### config.mk
export PLATFORM = sky130hd
export DESIGN_NAME = pipe_ctrl
export DESIGN_NICKNAME = d
export VERILOG_FILES = /design/src/rtl/pipe_ctrl_pkg.sv /design/src/rtl/pipe_ctrl_perf.sv /design/src/rtl/pipe_ctrl.sv
export SDC_FILE = /design/constraint.sdc
export NUM_CORES = 1
export LEC_CHECK = 0
export ABC_AREA = 1
export BUFFER_PORTS_ARGS = -buffer_cell sky130_fd_sc_hd__buf_4
export CAP_MARGIN = 40
export CORE_MARGIN = 1.5
export CORE_UTILIZATION = 45
export CTS_BUF_LIST = sky130_fd_sc_hd__clkbuf_2 sky130_fd_sc_hd__clkbuf_4 sky130_fd_sc_hd__clkbuf_8
export DETAILED_ROUTE_END_ITERATION = 7
export GPL_TIMING_DRIVEN = 1
export PLACE_DENSITY_LB_ADDON = 0.15
export SLEW_MARGIN = 20
export SYNTH_ARGS = -nofsm -noshare
export SYNTH_HDL_FRONTEND = slang
export SYNTH_SLANG_ARGS = --single-unit
### constraint.sdc
create_clock -name clk -period 3.3 [get_ports clk]
set_clock_uncertainty 0.2 [all_clocks]
set_input_delay 0.495 -clock clk [delete_from_list [all_inputs] [get_ports clk]]
set_output_delay 0.495 -clock clk [all_outputs]
set_load 0.005 [all_outputs]
### src/rtl/pipe_ctrl_pkg.sv
// Shared constants for the pipeline control unit: pause bit indices, pause
// encodings, redirect FSM state encoding and the default PC width.
package pipe_ctrl_pkg;

   localparam int PC_W_DEF = 32;

   localparam int PAUSE_PC  = 0;
   localparam int PAUSE_IF  = 1;
   localparam int PAUSE_ID  = 2;
   localparam int PAUSE_EX  = 3;
   localparam int PAUSE_MEM = 4;
   localparam int PAUSE_WB  = 5;

   localparam logic [5:0] PAUSE_NONE  = 6'b000000;
   localparam logic [5:0] PAUSE_BY_IF = 6'b000011;
   localparam logic [5:0] PAUSE_BY_ID = 6'b000111;
   localparam logic [5:0] PAUSE_BY_EX = 6'b001111;
   localparam logic [5:0] PAUSE_BY_MEM = 6'b011111;

   localparam logic [0:0] ST_IDLE  = 1'b0;
   localparam logic [0:0] ST_REDIR = 1'b1;

   // The oldest stalled stage wins; it freezes itself and everything younger.
   function automatic logic [5:0] pause_encode(input logic s_if, input logic s_id,
                                               input logic s_ex, input logic s_mem);
      if (s_mem)     return PAUSE_BY_MEM;
      else if (s_ex) return PAUSE_BY_EX;
      else if (s_id) return PAUSE_BY_ID;
      else if (s_if) return PAUSE_BY_IF;
      else           return PAUSE_NONE;
   endfunction

endpackage

### src/rtl/pipe_ctrl_perf.sv
// Performance counters: stall cycles (wrapping) and accepted redirects
// (saturating at all-ones).
module pipe_ctrl_perf #(
   parameter int STALL_CNT_W = 32,
   parameter int FLUSH_CNT_W = 16
) (
   input  logic                   clk,
   input  logic                   rst,
   input  logic                   stall_tick,
   input  logic                   flush_tick,
   output logic [STALL_CNT_W-1:0] stall_cycles,
   output logic [FLUSH_CNT_W-1:0] flush_count
);

   localparam logic [STALL_CNT_W-1:0] STALL_ONE = {{(STALL_CNT_W-1){1'b0}}, 1'b1};
   localparam logic [FLUSH_CNT_W-1:0] FLUSH_ONE = {{(FLUSH_CNT_W-1){1'b0}}, 1'b1};

   logic [STALL_CNT_W-1:0] r_stall_cycles;
   logic [FLUSH_CNT_W-1:0] r_flush_count;
   logic                   w_flush_sat;

   assign w_flush_sat = &r_flush_count;

   always_ff @(posedge clk) begin
      if (rst) begin
         r_stall_cycles <= '0;
         r_flush_count  <= '0;
      end else begin
         if (stall_tick)
            r_stall_cycles <= r_stall_cycles + STALL_ONE;
         if (flush_tick && !w_flush_sat)
            r_flush_count <= r_flush_count + FLUSH_ONE;
      end
   end

   assign stall_cycles = r_stall_cycles;
   assign flush_count  = r_flush_count;

endmodule

### src/rtl/pipe_ctrl.sv
// Pipeline control: stall-to-pause encoding, branch/exception redirect
// arbitration and the registered valid/ready redirect toward fetch.
module pipe_ctrl
   import pipe_ctrl_pkg::*;
#(
   parameter int PC_W        = PC_W_DEF,
   parameter int STALL_CNT_W = 32,
   parameter int FLUSH_CNT_W = 16
) (
   input  logic                   clk,
   input  logic                   rst,
   input  logic                   stall_req_if,
   input  logic                   stall_req_id,
   input  logic                   stall_req_ex,
   input  logic                   stall_req_mem,
   input  logic                   branch_req,
   input  logic [PC_W-1:0]        branch_pc,
   input  logic                   exc_req,
   input  logic [PC_W-1:0]        exc_pc,
   output logic [5:0]             pause,
   output logic                   branch_flush,
   output logic                   flush,
   output logic                   redirect_valid,
   output logic [PC_W-1:0]        redirect_pc,
   input  logic                   redirect_ready,
   output logic [STALL_CNT_W-1:0] stall_cycles,
   output logic [FLUSH_CNT_W-1:0] flush_count,
   output logic [0:0]             o_dbg_state
);

   // Handshake: redirect_valid/redirect_pc come straight from registers and
   // hold until a cycle with redirect_valid && redirect_ready; an exception
   // accepted in that same cycle replaces the target and the handshake is void.

   logic [0:0]      r_state;
   logic [PC_W-1:0] r_redirect_pc;
   logic [5:0]      w_stall_pause;
   logic            w_exc_acc;
   logic            w_br_acc;
   logic            w_in_redir;

   always_comb begin
      w_stall_pause = pause_encode(stall_req_if, stall_req_id, stall_req_ex, stall_req_mem);
      w_in_redir    = (r_state == ST_REDIR);
      w_exc_acc     = !rst && exc_req;
      // EX frozen means the branch instruction is still there next cycle.
      w_br_acc      = !rst && branch_req && !exc_req && !w_stall_pause[PAUSE_EX] && !w_in_redir;
   end

   assign pause        = (rst || exc_req) ? PAUSE_NONE : w_stall_pause;
   assign flush        = w_exc_acc;
   assign branch_flush = w_exc_acc || w_br_acc || (!rst && w_in_redir);

   always_ff @(posedge clk) begin
      if (rst) begin
         r_state       <= ST_IDLE;
         r_redirect_pc <= '0;
      end else if (w_exc_acc) begin
         r_state       <= ST_REDIR;
         r_redirect_pc <= exc_pc;
      end else if (w_br_acc) begin
         r_state       <= ST_REDIR;
         r_redirect_pc <= branch_pc;
      end else if (w_in_redir && redirect_ready) begin
         r_state       <= ST_IDLE;
      end
   end

   assign redirect_valid = w_in_redir;
   assign redirect_pc    = r_redirect_pc;
   assign o_dbg_state    = r_state;

   pipe_ctrl_perf #(
      .STALL_CNT_W (STALL_CNT_W),
      .FLUSH_CNT_W (FLUSH_CNT_W)
   ) u_perf (
      .clk          (clk),
      .rst          (rst),
      .stall_tick   (pause[PAUSE_PC]),
      .flush_tick   (w_exc_acc || w_br_acc),
      .stall_cycles (stall_cycles),
      .flush_count  (flush_count)
   );

endmodule
==> flow_summary_export.csv, run 1 <==
group,metric,value,unit
synth,ys_ff_latch,81,
job,cap_violations,0,
worst_setup_path,critPathArrivalTime,1.99,ns
placement,io_buffers,161,
worst_setup_path,crit_path_start_kind,"input port",
synth,post-synth-top-count-cell,"nand2_1",
worst_setup_path,cp_num_cells,7,
worst_hold_path,hp-class,"input port to flip-flop",
clock_network,clk_pin_slew,0.09,ns
placement,hpwl,8.73,mm
floorplanning,die_w,99.4,µm
placement,place_area,0.00535,mm²
timing,grt_setup_unrepaired,"no",
clock_network,cts_root_buf,"clkbuf_8",
final_layout,fillerInstances,857,
final_layout,fin_nets,855,
timing,fmax,373,MHz
route,vias,4602,
synth,yosysTopAreaCellShare,38.8,%
power_and_ir_drop,power_frac_seq,48.3,%
synth,synth_edf_count,0,
route,drt_iter0_drc,173,
global_routing,grt_pass1_vias,4290,
worst_setup_path,max_stage_delay,0.42,ns
route,detailedRoute.firstPassIterationCount,4,
clock_network,ctsHoldBuffers,0,
final_layout,antennaDiodeCount,0,
clock_network,cts_max_level,3,
synth,ys_warn_count,0,
global_routing,grt_remaining_overflow,0,
floorplanning,die_y,99.4,µm
worst_setup_path,worstPathCellList,"buf_4, inv_1, nand2_1, nand2_4, inv_2, nand2_1, buf_4",
clock_network,cts_resized,0,
timing,setup_viol,0,
power_and_ir_drop,p_leak,2.49,nW
floorplanning,start_util,47.2,%
power_and_ir_drop,vdd_ir_drop_max,0.245,mV
timing,tightest_slew,0.611,ns
placement,place_congestion,0.875,
floorplanning,ios,163,
worst_setup_path,path_max_fanout,68,
route,drt-total-wl,11.9,mm
final_layout,stdcell_area,0.00558,mm²
power_and_ir_drop,powerDensity,385,mW/mm²
timing,period_share,81.2,%
worst_setup_path,regToRegSetupSlack,1.16,ns
worst_setup_path,crit_slowest_cell,"nand2_4",
run_status,status,"completed",
synth,synth.avg_cell_area,6.57,µm²
timing,hold_viol,0,
final_layout,syn2layout_area_growth,33.6,%
timing,min_period,2.68,ns
floorplanning,die_area,0.00987,mm²
global_routing,grt_pass1_wl,19.7,mm
timing,relSlewSlack,59.3,%
synth,dominantRegCellSynth,"dfxtp_1",
worst_setup_path,crit_type,"input port to primary output",
synth,async_reset_ff_share,0,%
synth,synth_area_leaders,"dfxtp_1 (39%), nand2_1 (18%), nor2_1 (8.3%)",
synth,synth_cells,636,
clock_network,clk_latency,0.36,ns
global_routing,antenna_found_initial,0,
clock_network,cts_tree,"done",
route,detail-route-antenna-nets,0,
power_and_ir_drop,switching_power,542,µW
power_and_ir_drop,comb_power_share,12.8,%
clock_network,clk_path_buf_depth,2,
synth,synth_area,0.00418,mm²
power_and_ir_drop,p_int,1.60,mW
worst_hold_path,holdPathStages,2,
floorplanning,rows,34,
worst_setup_path,cpLargestDelayFamily,"simple AND/OR/NAND/NOR gates",
clock_network,cts.sinks,81,
final_layout,register_area,0.00162,mm²
global_routing,grtUsageTotal,24.3,%
power_and_ir_drop,pwr-share-clk,38.9,%
synth,syn_nets,711,
clock_network,cts_setup_buffers,0,
synth,synth_cell_types,30,
synth,synth.largest_area_cell,"dfxtp_1",
route,vias_per_cell,5.15,
final_layout,multiInputGateArea,0.00218,mm²
synth,synthTopCellsByCount,"nand2_1 (198), nor2_1 (92), dfxtp_1 (81), inv_1 (48), o21ai_0 (43)",
worst_setup_path,cp_num_buf_inv,4,
final_layout,drive_above_1_share,25.4,%
power_and_ir_drop,switching_share,25.2,%
global_routing,grt_max_degree,69,
floorplanning,fp.coreArea,0.00885,mm²
worst_setup_path,crit_required,2.60,ns
worst_setup_path,rr_worst_depth,7,
timing,slew_viol_final,0,
clock_network,cts_buffers,9,
timing,finalSetupTns,0,ns
route,wl_per_cell,13.3,µm
synth,seq_area_frac_synth,38.8,%
route,route.detailed.drc,0,
worst_setup_path,endpoint_kind,"primary output",
[area by class of cell]
cell class / count / area share, %
Multi-Input combinational cell: 475 / 39.1
Sequential cell: 81 / 29.1
Timing Repair Buffer: 164 / 22.1
Inverter: 49 / 3.30
Clock buffer: 10 / 2.47
Tap cell: 108 / 2.42
Clock inverter: 6 / 1.61
[placed cells by master, fill, tap and decap left out, types with 2 or more instances in the layout]
cell type,netlist,routed
nand3_2,4,4
xnor2_1,3,3
ha_1,2,2
inv_1,48,48
nor3_1,6,6
o21ai_0,43,43
nand2_2,2,2
buf_4,5,164
clkbuf_8,0,10
nand3_1,33,33
nand2_1,198,198
nor2_4,3,3
xor2_1,4,4
bufinv_16,0,2
a31oi_1,34,34
nor2_2,6,6
nand4_1,8,8
dfxtp_1,81,81
a21oi_1,28,28
nor2_1,92,92
nor3b_1,2,2
o21bai_1,2,2
[logic make-up (layout without fill, tap and decap cells)]
kind of cell	count (synthesis)	after routing	synth area share, %
AND/OR/NAND/NOR	355	355	35.5
AO/OA/AOI/OAI	110	110	14.6
adder cells (fa/ha/maj)	2	2	0.599
buffers and inverters	80	229	8.98
other	1	1	0.0897
flip-flops	81	81	38.8
XOR/XNOR	7	7	1.47
[final timing paths]
kind | start | to
max | rst | branch_flush
min | redirect_ready | o_dbg_state
max reg2reg | u_perf.flush_count[0] | u_perf.flush_count[6]
min reg2reg | u_perf.stall_cycles[5] | u_perf.stall_cycles[5]
[metal layers]
layer | share of wire [%] | vias up | track usage (%)
met1 | 41 | 2092 | 29.1
met4 | 1.2 | 0 | 7.15
met2 | 51 | 158 | 42.9
li1 | - | 2341 | -
met5 | 0 | - | 0
met3 | 7.0 | 11 | 6.11
[worst register-to-register path: stages, from the launching register on]
cell and delay [ns]:
dfxtp_1 0.49, ha_1 0.23, inv_1 0.08, nor2_2 0.17, nand2_1 0.15, o21ai_2 0.46, nand2_1 0.13, a21oi_2 0.16
[state kept, by name, summed over array words and instances, names as in the netlist]
signal and flops:
redirect_pc 32, u_perf.stall_cycles 32, u_perf.flush_count 16, o_dbg_state 1
[through the flow]
stage               setup WS [ns]  instances  utilization [%]  power [mW]  hold slack (ns)
finish                      0.620        893             63.1        2.15            0.126
floorplan                    1.45        636                -        1.19            0.250
global route                0.378        893             63.1        2.24            0.138
detailed placement          0.610        877             60.5        1.33            0.272
global placement            0.632        877             60.5        1.33            0.253
CTS                         0.600        893             63.1        2.16            0.117
[power groups by stage]
stage	Clock [mW]	Sequential, mW	Combinational (mW)
global placement	0	1.06	0.272
floorplan	0	1.06	0.129
detailed placement	0	1.06	0.276
CTS	0.844	1.04	0.277
global route	0.891	1.04	0.306
finish	0.835	1.04	0.274
(Power assumes the default switching activity.)
==> inputs of run 2 (changes only) <==
==> constraint.sdc (replaced) <==
create_clock -name clk -period 2.79 [get_ports clk]
set_clock_uncertainty 0.2 [all_clocks]
set_input_delay 0.4185 -clock clk [delete_from_list [all_inputs] [get_ports clk]]
set_output_delay 0.4185 -clock clk [all_outputs]
set_load 0.005 [all_outputs]
==> run 2 against run 1 <==
  * Via count down 1.6%
  * Die area is the same
  * First-iteration DRC count is 26% lower
  * Core utilization barely moved
  * Critical path depth fell by 2
  * Register-to-register slack got worse by 0.45 ns
  * Combinational power is 19% higher
  * Setup slack improved by 0.040 ns
  * Total power up 14%
  * Critical path type unchanged
  * Largest power group unchanged
  * Highest routed layer unchanged
==> flow_summary_export.csv, run 2 (synthesis gave the netlist of run 1 again) <==
group,metric,value,unit
run_status,status,"completed",
floorplanning,die_area,0.00987,mm²
timing,hold_ws,0.0787,ns
timing,period_share,76.4,%
clock_network,cts_max_level,3,
timing,hold_viol,0,
timing,min_period,2.13,ns
worst_setup_path,crit_end,"pause[1]",
final_layout,stdcell_area,0.00558,mm²
clock_network,clk_pin_slew,0.08,ns
worst_setup_path,timing.rr.end,"u_perf.flush_count[2]",
worst_hold_path,hp-class,"input port to flip-flop",
worst_setup_path,path_max_fanout,21,
route,wl_per_cell,12.9,µm
power_and_ir_drop,powerDensity,440,mW/mm²
floorplanning,die_w,99.4,µm
global_routing,grt_remaining_overflow,0,
final_layout,final_common_cell,"nand2_1",
final_layout,drive_above_1_share,25.4,%
clock_network,clk_path_buf_depth,2,
worst_setup_path,crit_path_start_kind,"input port",
worst_setup_path,cp_num_cells,5,
worst_setup_path,crit_required,2.17,ns
worst_setup_path,r2r_start,"u_perf.flush_count[0]",
route,drt-total-wl,11.5,mm
global_routing,grt_pass1_wl,19.5,mm
final_layout,final_cell_mix,"nand2_1 (198), buf_4 (167), nor2_1 (92)",
worst_setup_path,max_stage_delay,0.29,ns
final_layout,fillerInstances,843,
route,drt_iter0_drc,128,
worst_setup_path,rr_worst_depth,7,
placement,io_buffers,161,
floorplanning,rows,34,
power_and_ir_drop,p_int,1.87,mW
timing,grt_setup_unrepaired,"no",
floorplanning,start_util,47.2,%
power_and_ir_drop,switching_share,23.7,%
placement,place_area,0.00538,mm²
floorplanning,ios,163,
power_and_ir_drop,comb_power_share,13.4,%
worst_setup_path,startpoint,"rst",
floorplanning,die_y,99.4,µm
global_routing,grt_max_degree,65,
global_routing,grt_pass1_vias,4302,
timing,fin_ws,0.660,ns
timing,slew_viol_final,0,
route,detail-route-antenna-nets,0,
clock_network,cts_tree,"done",
clock_network,ctsHoldBuffers,0,
clock_network,cts.sinks,81,
placement,place_ws,0.639,ns
worst_setup_path,cpLargestDelayFamily,"simple AND/OR/NAND/NOR gates",
clock_network,cts_buffers,9,
final_layout,fin_nets,858,
final_layout,register_area,0.00162,mm²
timing,tightest_slew,0.515,ns
route,vias_per_cell,5.07,
global_routing,antenna_found_initial,0,
timing,finalSetupTns,0,ns
clock_network,cts_root_buf,"clkbuf_8",
route,route.detailed.drc,0,
clock_network,cts_setup_buffers,0,
clock_network,cts_resized,0,
power_and_ir_drop,vdd_ir_drop_max,0.265,mV
final_layout,multiInputGateArea,0.00218,mm²
global_routing,grtUsageTotal,24.2,%
worst_setup_path,crit_slowest_cell,"nand3_2",
worst_setup_path,endpoint_kind,"primary output",
worst_setup_path,worstPathCellList,"buf_4, nor2_1, nand2_1, nand3_2, buf_4",
final_layout,antennaDiodeCount,0,
timing,fmax,469,MHz
power_and_ir_drop,power_frac_seq,50.0,%
power_and_ir_drop,p_leak,2.50,nW
job,cap_violations,0,
final_layout,syn2layout_area_growth,33.5,%
placement,hpwl,8.72,mm
worst_setup_path,crit_top_cell,"buf_4",
global_routing,use_met3,6.18,%
worst_setup_path,regToRegSetupSlack,0.71,ns
global_routing,met1_usage,28.6,%
route,vias,4529,
global_routing,gr-usage-met2,42.6,%
clock_network,clk_latency,0.34,ns
timing,relSlewSlack,65.7,%
floorplanning,fp.coreArea,0.00885,mm²
worst_setup_path,critPathArrivalTime,1.51,ns
route,detailedRoute.firstPassIterationCount,5,
placement,place_congestion,0.823,
power_and_ir_drop,switching_power,580,µW
worst_setup_path,crit_type,"input port to primary output",
power_and_ir_drop,pwr-share-clk,36.7,%
global_routing,grt.busiest_layer,"met2",
timing,setup_viol,0,
worst_setup_path,cp_num_buf_inv,2,
run 2: cell types whose count changed in the layout (fill, tap and decap cells not counted):
cell / previous run / this run
buf_4: 164 / 167
clkbuf_4: 0 / 1
clkbuf_8: 10 / 9
clkinv_2: 1 / 2
clkinv_4: 1 / 0
clkinvlp_4: 1 / 0
inv_6: 1 / 0
run 2: cell type report:
cell class              instances  share of cell area (%)
multi-input cells             475                    39.1
repair buffers                167                    22.5
clock inverters                 4                    1.26
clock buffers                  10                    2.36
well taps                     108                    2.42
flip-flops and latches         81                    29.1
inverters                      49                    3.30
run 2: worst min-delay path by stage:
stage	from	endpoint	slack, ns	depth (start not counted)
after floorplan	u_perf.stall_cycles[5]	u_perf.stall_cycles[5]	0.25	2
after CTS	redirect_ready	o_dbg_state	0.06	2
final	redirect_ready	o_dbg_state	0.08	2
after global placement	u_perf.stall_cycles[5]	u_perf.stall_cycles[5]	0.25	2
after detailed placement	u_perf.stall_cycles[5]	u_perf.stall_cycles[5]	0.28	2
after global routing	redirect_ready	o_dbg_state	0.07	2
run 2: metal layers:
layer | part of all wire (%) | wire [µm]
met1 | 42 | 4860
met3 | 7.0 | 810
met5 | 0 | 0
met4 | 1.6 | 185
met2 | 49 | 5680
run 2: stage by stage:
stage               utilization, %  power, mW  cells
finish                        63.0       2.45    894
detailed placement            60.8       1.58    880
floorplan                        -       1.40    636
CTS                           63.0       2.48    894
global route                  63.0       2.57    894
global placement              60.8       1.58    880
run 2: power by group through the flow:
stage	Sequential, mW	Clock (mW)	Combinational [mW]
after floorplan	1.25	0	0.153
after global placement	1.25	0	0.325
after detailed placement	1.25	0	0.331
after CTS	1.23	0.926	0.331
after global routing	1.23	0.971	0.366
final	1.23	0.899	0.327
